`src/rtl/gpr_file_pkg.sv`:
```
// Shared integer register file parameters and register-index types.
// Reused by decode, writeback select and the register file itself.
package gpr_file_pkg;

    localparam int DATA_W   = 32;
    localparam int ADDR_W   = 5;
    localparam int NUM_REGS = 2 ** ADDR_W;

    typedef logic [ADDR_W-1:0] reg_idx_t;
    typedef logic [DATA_W-1:0] reg_data_t;

    localparam reg_idx_t REG_ZERO = '0;

endpackage : gpr_file_pkg

```
`src/rtl/gpr_file_scoreboard.sv`:
```
// Per-register busy bits for long-latency producers, with same-cycle
// clear bypass on the two lookup ports. Index 0 is never busy.
module gpr_scoreboard
    import gpr_file_pkg::*;
#(
    parameter int ADDR_W = gpr_file_pkg::ADDR_W
) (
    input  logic              clk,
    input  logic              rst,
    input  logic              we,
    input  logic [ADDR_W-1:0] waddr,
    input  logic              mark_busy,
    input  logic [ADDR_W-1:0] mark_addr,
    input  logic [ADDR_W-1:0] raddr1,
    input  logic [ADDR_W-1:0] raddr2,
    output logic              busy1,
    output logic              busy2
);

    localparam int NREG = 2 ** ADDR_W;
    localparam logic [ADDR_W-1:0] ZERO_IDX = '0;

    logic [NREG-1:0] busy_q;

    // The set is ordered after the clear so a new producer issued on the
    // same edge as an older one's writeback keeps the register busy.
    always_ff @(posedge clk or posedge rst) begin
        if (rst) begin
            busy_q <= '0;
        end else begin
            if (we && (waddr != ZERO_IDX))
                busy_q[waddr] <= 1'b0;
            if (mark_busy && (mark_addr != ZERO_IDX))
                busy_q[mark_addr] <= 1'b1;
        end
    end

    always_comb begin
        busy1 = (raddr1 != ZERO_IDX) && busy_q[raddr1] && !(we && (waddr == raddr1));
        busy2 = (raddr2 != ZERO_IDX) && busy_q[raddr2] && !(we && (waddr == raddr2));
    end

endmodule : gpr_scoreboard

```
`src/rtl/gpr_file.sv`:
```
// Integer register file: two combinational read ports with write-through
// bypass, hard-wired zero register, and busy scoreboard driving decode stall.
module gpr_file
    import gpr_file_pkg::*;
#(
    parameter int DATA_W = gpr_file_pkg::DATA_W,
    parameter int ADDR_W = gpr_file_pkg::ADDR_W
) (
    input  logic              clk,
    input  logic              rst,
    input  logic              we,
    input  logic [ADDR_W-1:0] waddr,
    input  logic [DATA_W-1:0] wdata,
    input  logic              mark_busy,
    input  logic [ADDR_W-1:0] mark_addr,
    input  logic              re1,
    input  logic              re2,
    input  logic [ADDR_W-1:0] raddr1,
    input  logic [ADDR_W-1:0] raddr2,
    output logic [DATA_W-1:0] rdata1,
    output logic [DATA_W-1:0] rdata2,
    output logic              busy1,
    output logic              busy2,
    output logic              stall
);

    localparam int NREG = 2 ** ADDR_W;
    localparam logic [ADDR_W-1:0] ZERO_IDX = '0;

    logic [DATA_W-1:0] regs [NREG];

    always_ff @(posedge clk or posedge rst) begin
        if (rst) begin
            for (int i = 0; i < NREG; i++)
                regs[i] <= '0;
        end else if (we && (waddr != ZERO_IDX)) begin
            regs[waddr] <= wdata;
        end
    end

    // Zero index wins over bypass so a discarded write to x0 never leaks.
    always_comb begin
        if (raddr1 == ZERO_IDX)
            rdata1 = '0;
        else if (we && (waddr == raddr1))
            rdata1 = wdata;
        else
            rdata1 = regs[raddr1];

        if (raddr2 == ZERO_IDX)
            rdata2 = '0;
        else if (we && (waddr == raddr2))
            rdata2 = wdata;
        else
            rdata2 = regs[raddr2];
    end

    gpr_scoreboard #(
        .ADDR_W (ADDR_W)
    ) u_scoreboard (
        .clk       (clk),
        .rst       (rst),
        .we        (we),
        .waddr     (waddr),
        .mark_busy (mark_busy),
        .mark_addr (mark_addr),
        .raddr1    (raddr1),
        .raddr2    (raddr2),
        .busy1     (busy1),
        .busy2     (busy2)
    );

    // A port decode does not use can never hold the pipeline.
    assign stall = (re1 && busy1) || (re2 && busy2);

endmodule : gpr_file
```
`config.mk`:
```
export PLATFORM = sky130hd
export DESIGN_NAME = gpr_file
export DESIGN_NICKNAME = d
export VERILOG_FILES = /design/src/rtl/gpr_file_pkg.sv /design/src/rtl/gpr_file_scoreboard.sv /design/src/rtl/gpr_file.sv
export SDC_FILE = /design/constraint.sdc
export NUM_CORES = 2
export LEC_CHECK = 0
export CORE_UTILIZATION = 25
export CTS_CLUSTER_DIAMETER = 200
export CTS_CLUSTER_SIZE = 8
export DETAILED_ROUTE_END_ITERATION = 12
export SYNTH_ARGS = -nofsm -noshare
export SYNTH_HDL_FRONTEND = slang
export SYNTH_SLANG_ARGS = --single-unit
```
`constraint.sdc`:
```
create_clock -name clk -period 94.4 [get_ports clk]
set_input_delay 23.6 -clock clk [delete_from_list [all_inputs] [get_ports clk]]
set_output_delay 23.6 -clock clk [all_outputs]
set_load 0.02 [all_outputs]
```
## Word level (Yosys, flattened, before mapping)

Cells that the tools add are included.
Widths: inputs -> output; s select.

- Reductions and logical operators: 22
- Equality and inequality tests: 2
- Bitwise operators: 6
- Multiplexer cells: 23
- $lt $le $gt $ge: 10

Operators with widths:

| cell | count |
|---|---|
| $bwmux 1024 | 1 |
| $mux 32 | 11 |
| $bmux 32 s5 | 2 |
| $demux 32 s5 | 1 |
| $and 32x32->32 | 1 |
| $not 32->32 | 1 |
| $or 32x32->32 | 1 |
| $lt 5x6->1 const B | 4 |
| $reduce_bool 5->1 | 4 |
| $ge 6x6->1 const B | 3 |
| $not 5->6 | 3 |
| $logic_and 1x1->1 | 13 |
| $bmux 1 s5 | 2 |
| $demux 1 s5 | 2 |
| $eq 5x5->1 | 2 |
| $ge 5x1->1 const B | 2 |
| $logic_not 5->1 | 2 |
| $lt 6x1->1 const B | 1 |
| $mux 1 | 4 |
| $logic_not 1->1 | 2 |
| $logic_or 1x1->1 | 1 |

- Bits in registers: 1056
- Bits of input ports: 58
- Word-level logic and storage cells: 96
- Output and inout port bits: 67

## Longest topological paths before layout

- Depth in word-level cells: 9
- Depth in mapped cells: 11
- Gate-level depth less buffers: 6

## Modules after synthesis

From an unflattened synthesis, not the netlist that was laid out.

- Cell total of the unflattened synthesis: 3948
- Area, all modules: 57103.5 µm²

Modules (own cells, without submodules):

| module | area an instance (µm²) | instances | seq. area each (µm²) | cells an instance |
|---|---|---|---|---|
| gpr_file | 55000.2 | 1 | 25624.6 | 3722 |
| gpr_scoreboard | 2103.3 | 1 | 775.7 | 226 |

## Worst setup path after synthesis

Ideal clock, no wire load.

- Path type: input -> output
- Start: input port raddr1[0]
- End: output port stall
- Arrival time: 25.614 ns
- Required time: 70.800 ns
- Buffers on the path: 4
- Stages on the path: 10
- Slack: 45.186 ns
- Cell sequence: buf_4 buf_6 buf_8 buf_6 mux4_2 o22ai_1 nor3_1 nand2_1 a211oi_1 a22o_1

- Cells in the longest elaborated chain, start to end: 6
- Elaborated cells on any way between the ends: 10
- Those cells by class: eq/ne (1); mux (2); reduce/logical (7)

Ends and longest elaborated chain:

| item | RTL line | source |
|---|---|---|
| start: declaration | gpr_file.sv:18 | `input logic [ADDR_W-1:0] raddr1,` |
| $bmux 1 s5 / $eq 5x5->1 (equally long branches) | gpr_file_scoreboard.sv:39 | `busy1 = (raddr1 != ZERO_IDX) && busy_q[raddr1] && !(we && (waddr == raddr1));` |
| $mux 1 (implied by the code) / $logic_and 1x1->1 (equally long branches) | gpr_file_scoreboard.sv:39 |  |
| $logic_and 1x1->1 / $logic_not 1->1 (equally long branches) | gpr_file_scoreboard.sv:39 |  |
| $logic_and 1x1->1 * | gpr_file_scoreboard.sv:39 |  |
| via busy1 | gpr_file.sv:22 | `output logic busy1,` |
| $logic_and 1x1->1 * | gpr_file.sv:74 | `assign stall = (re1 && busy1) \|\| (re2 && busy2);` |
| $logic_or 1x1->1 * | gpr_file.sv:74 |  |
| end: declaration | gpr_file.sv:24 | `output logic stall` |

The timed path passes the listed nets; every way through them passes the cells marked *. The select of a mux whose other input is x is not followed.

## Worst setup path after layout

- Start: input port raddr2[1]
- End: output port rdata2[31]

- Cells in the longest elaborated chain, start to end: 6
- Elaborated cells on any way between the ends: 9
- Those cells by class: eq/ne (1); mux (5); bitwise (1); reduce/logical (2)

Ends and longest elaborated chain:

| item | RTL line | source |
|---|---|---|
| start: declaration | gpr_file.sv:19 | `input logic [ADDR_W-1:0] raddr2,` |
| $not 5->6 (implied by the code) | gpr_file.sv:55 | `rdata2 = regs[raddr2];` |
| $bmux 32 s5 | gpr_file.sv:55 |  |
| $mux 32 (implied by the code) (2 in a row) | gpr_file.sv:55 |  |
| $mux 32 | gpr_file.sv:52 | `else if (we && (waddr == raddr2))` |
| $mux 32 * | gpr_file.sv:50 | `if (raddr2 == ZERO_IDX)` |
| end: declaration | gpr_file.sv:21 | `output logic [DATA_W-1:0] rdata2,` |

Mark *: on every way between the ends. The rest lies on a longest branch, timed or not. The select of a mux whose other input is x is not followed.

==> impl_results.md <==
* Die Height at about 480 um
* H-tree depth at 4
* Worst Path Required at a little over 70 ns
* Max_slew headroom at 0.135
* Vias in the first global route at ~40000
* Top Ports at ~130
* Fmax at roughly 0.019 GHz
* Initial DRC count at 4409
* Routed Antenna Nets at 0
* Dpl cells at around 6800
* Tmin final at slightly above 50 ns
* Die ar. at 0.230 mm^2
* DP HPWL at about 120000 um
* Crit path DAT at approximately 28 ns
* Post-Synth Adder-Cell Area at 0
* Clk sinks at around 1100
* Int Pwr at a little under 0.001 W
* Placer Congestion at ~0.83
* P_sw at slightly below 0.0004 W
* Initial core utilization at 0.253
* Synth Flop Type: dfrtp_1
* Rows at roughly 170
* Post-CTS resize count at 0
* Final Max Tran Viols at 0
* CP max stage cell: clkdlybuf4s50_1
* Setup WS pre-CTS at 42.26 ns
* Leak Pwr at around 27 nW
* Routed via count at 39499
* Final Util at 0.288
* WL per Instance at around 30 um
* Sw frac at 0.285
* Peak per-stage delay on the critical path at around 0.77 ns
* Synth Warn # at 0
* Cell variety after synth at slightly above 60
* Top post-synthesis cells by area: dfrtp_1, mux2_2, mux4_2
* Final Cell Area at ~0.065 mm^2
* Clock Skew at 0 ns
* Filler instances at ~23000
* Most frequent CP cell: buf_4
* Max-cap viol count at 0
* Die Wd at about 480 um
* Global-route wire length before repair at just over 300000 um
* Reg power frac at 0.439
* Top delay family on crit path: buffers and inverters
* Routed wire length at ~210000 um
* Nets at about 4000
* Largest net degree at the start of global routing at 178
* Worst Tran Pin Value at roughly 1.3 ns
* Seq/Total Area, Yosys at 0.463
* WP buf/inv at 5
* Final worst slack at between 40 and 50 ns
* Share of post-route cells with drive strength above 1 at 0.448
* Area leader, netlist: dfrtp_1
* Share of the synthesized area in the top cell type at 0.463
* Count leader, synth: dfrtp_1
* Initial antenna violation count at 20
* Via density at about 5.6
* Synthesized Nets at 4079
* Post-synthesis mux area share at 0.401
* Commonest cells in the netlist: dfrtp_1, mux2_2, mux4_2
* Hold Fails Final Rpt at 0
* Cts-stage hold buffer count at 0
* Overall routing resource usage at 0.183
* CTS Buf Count at 149
* Combinational group share of total power at 0.210
* Mapped cell area at about 0.057 mm^2
* EDFF count, synth at 0
* PortBufs at 124
* Tcrit/Tclk final at 0.551
* Worst path cell trace: buf_8 > buf_4 > buf_4 > nor2_2 > buf_4 > a221oi_1 > nor2_1 > o21ai_0 > a22oi_1 > o21ai_0 > clkdlybuf4s50_1
* Critical path launch point type: primary input
* Status: finished clean
* Cells after Synth at roughly 4000
* Setup TNS at 0 ns
* Main combinational cell family by area after synthesis: multiplexers
* Core region area at between 0.2 and 0.25 mm^2
* Worst vdd ir at 0.0000202 V
* Post-Synth Simple-Gate Area at 0.0310
* Worst-skew pair later-pin latency at between 0.7 and 0.8 ns
* RSZ-0062 raised after global routing: false
* Post-synthesis compound-gate area fraction at 0.0637
* Min-Delay Path Class: flip-flop to flip-flop
* Max clock buf depth at 3
* GRT overflow at 0
* Placed Area at ~0.061 mm^2
* Post-Synth XOR/XNOR Area at 0.00154
* Setup CP Type: primary input to primary output
* Synth Register Bits at 1056
* Post-synth ARST share at 1.00
* Non-Filler Instances at around 7000
* Final setup fails at 0
* Clock power frac at 0.351
* PwrDens at around 21 mW/mm^2
* Root Buffer: clkbuf_16
* Crit. End Element: primary output
* Area grow syn2layout at 13.9%
* Drt first pass iters at 8
* Syn avg cell area at ~14 um^2
* CTS tree: built
* Post-CTS Setup Inserts at 0
* Post-route DRC at 0
* Crit-path max FO at between 70 and 80
* Clock slew at reported path FFs at about 0.05 ns
==> routing by layer <==
layer,track usage,wire length (um),vias up,share of wire
li1,-,-,15466,-
met1,0.232,83400,21240,0.39
met2,0.283,97800,2159,0.46
met3,0.0440,18900,624,0.089
met4,0.107,12600,10,0.059
met5,0,64,-,0.00030
==> layout make-up <==
| cell class | instances | area, um^2 | share of cell area |
|---|---|---|---|
| diodes | 13 | 32.5 | 0.000501 |
| clock buffers | 153 | 3830 | 0.0589 |
| clock inverters | 8 | 118 | 0.00181 |
| inverters | 12 | 52.6 | 0.000809 |
| multi-input cells | 2511 | 28600 | 0.440 |
| flip-flops and latches | 1056 | 26400 | 0.407 |
| well taps | 2992 | 3740 | 0.0576 |
| repair buffers | 250 | 2200 | 0.0339 |
==> metrics by stage <==
stage	power [W]	hold slack, ns
3_3_place_gp	0.000885	0.377
3_5_place_dp	0.000896	0.383
4_1_cts	0.00138	0.394
6_report	0.00138	0.393
5_1_grt	0.00143	0.406
2_1_floorplan	0.000804	0.438
==> sequential cells by signal, indices dropped and copies added, names as in the netlist <==
name,flops
regs,1024
u_scoreboard.busy_q,32
==> cells by family (layout without fill, tap and decap cells) <==
kind of cell / after synthesis / in the layout
multiplexers: 1630 / 1630
buffers and inverters: 454 / 423
other: 0 / 13
AO/OA/AOI/OAI: 511 / 511
AND/OR/NAND/NOR: 360 / 360
XOR/XNOR: 10 / 10
flip-flops: 1056 / 1056
==> placed cells by master (no fill, tap or decap), types with 8 or more instances in the layout <==
master	synthesis	final
nand2_1	110	95
nor2_4	0	12
clkdlybuf4s50_1	0	114
nor2_1	77	57
and3_1	14	11
a21oi_1	27	27
a32o_1	10	10
o211ai_1	24	24
dfrtp_1	1056	1056
nor2_2	0	8
a22oi_1	94	94
a211o_1	10	10
mux2i_1	205	205
mux4_2	424	424
a31oi_1	13	13
nand2_2	0	11
a221oi_1	63	63
nor2b_1	19	15
buf_4	47	129
xor2_1	8	8
mux2_2	1000	1000
o21ai_0	98	98
a22o_1	23	23
diode_2	0	13
nand2b_1	11	11
nand3_1	38	36
a2111oi_0	11	11
o22ai_1	89	89
nand4_1	11	11
a211oi_1	8	8
nor3_1	28	28
clkbuf_16	0	153
==> power by group through the flow <==
stage / clock network, W / registers, W / logic, W
finish: 0.000483 / 0.000604 / 0.000290
global route: 0.000508 / 0.000614 / 0.000307
CTS: 0.000490 / 0.000600 / 0.000290
detailed placement: 0 / 0.000607 / 0.000289
global placement: 0 / 0.000601 / 0.000284
floorplan: 0 / 0.000588 / 0.000216
==> path summary, 6_finish.rpt <==
check,start,end,slack (ns),cells after the start
min in group asynchronous,rst,regs[202]$_DFFE_PP0P_,23.33,2
max in group asynchronous,rst,regs[592]$_DFFE_PP0P_,67.02,6
worst min-delay path,u_scoreboard.busy_q[0]$_DFF_PP0_,u_scoreboard.busy_q[0]$_DFF_PP0_,0.39,0
worst min register to register,u_scoreboard.busy_q[0]$_DFF_PP0_,u_scoreboard.busy_q[0]$_DFF_PP0_,0.39,0
worst max register to register,regs[321]$_DFFE_PP0P_,regs[321]$_DFFE_PP0P_,93.58,1
worst max-delay path,raddr2[1],rdata2[31],42.41,11
Power figures use the tool's default switching activity.
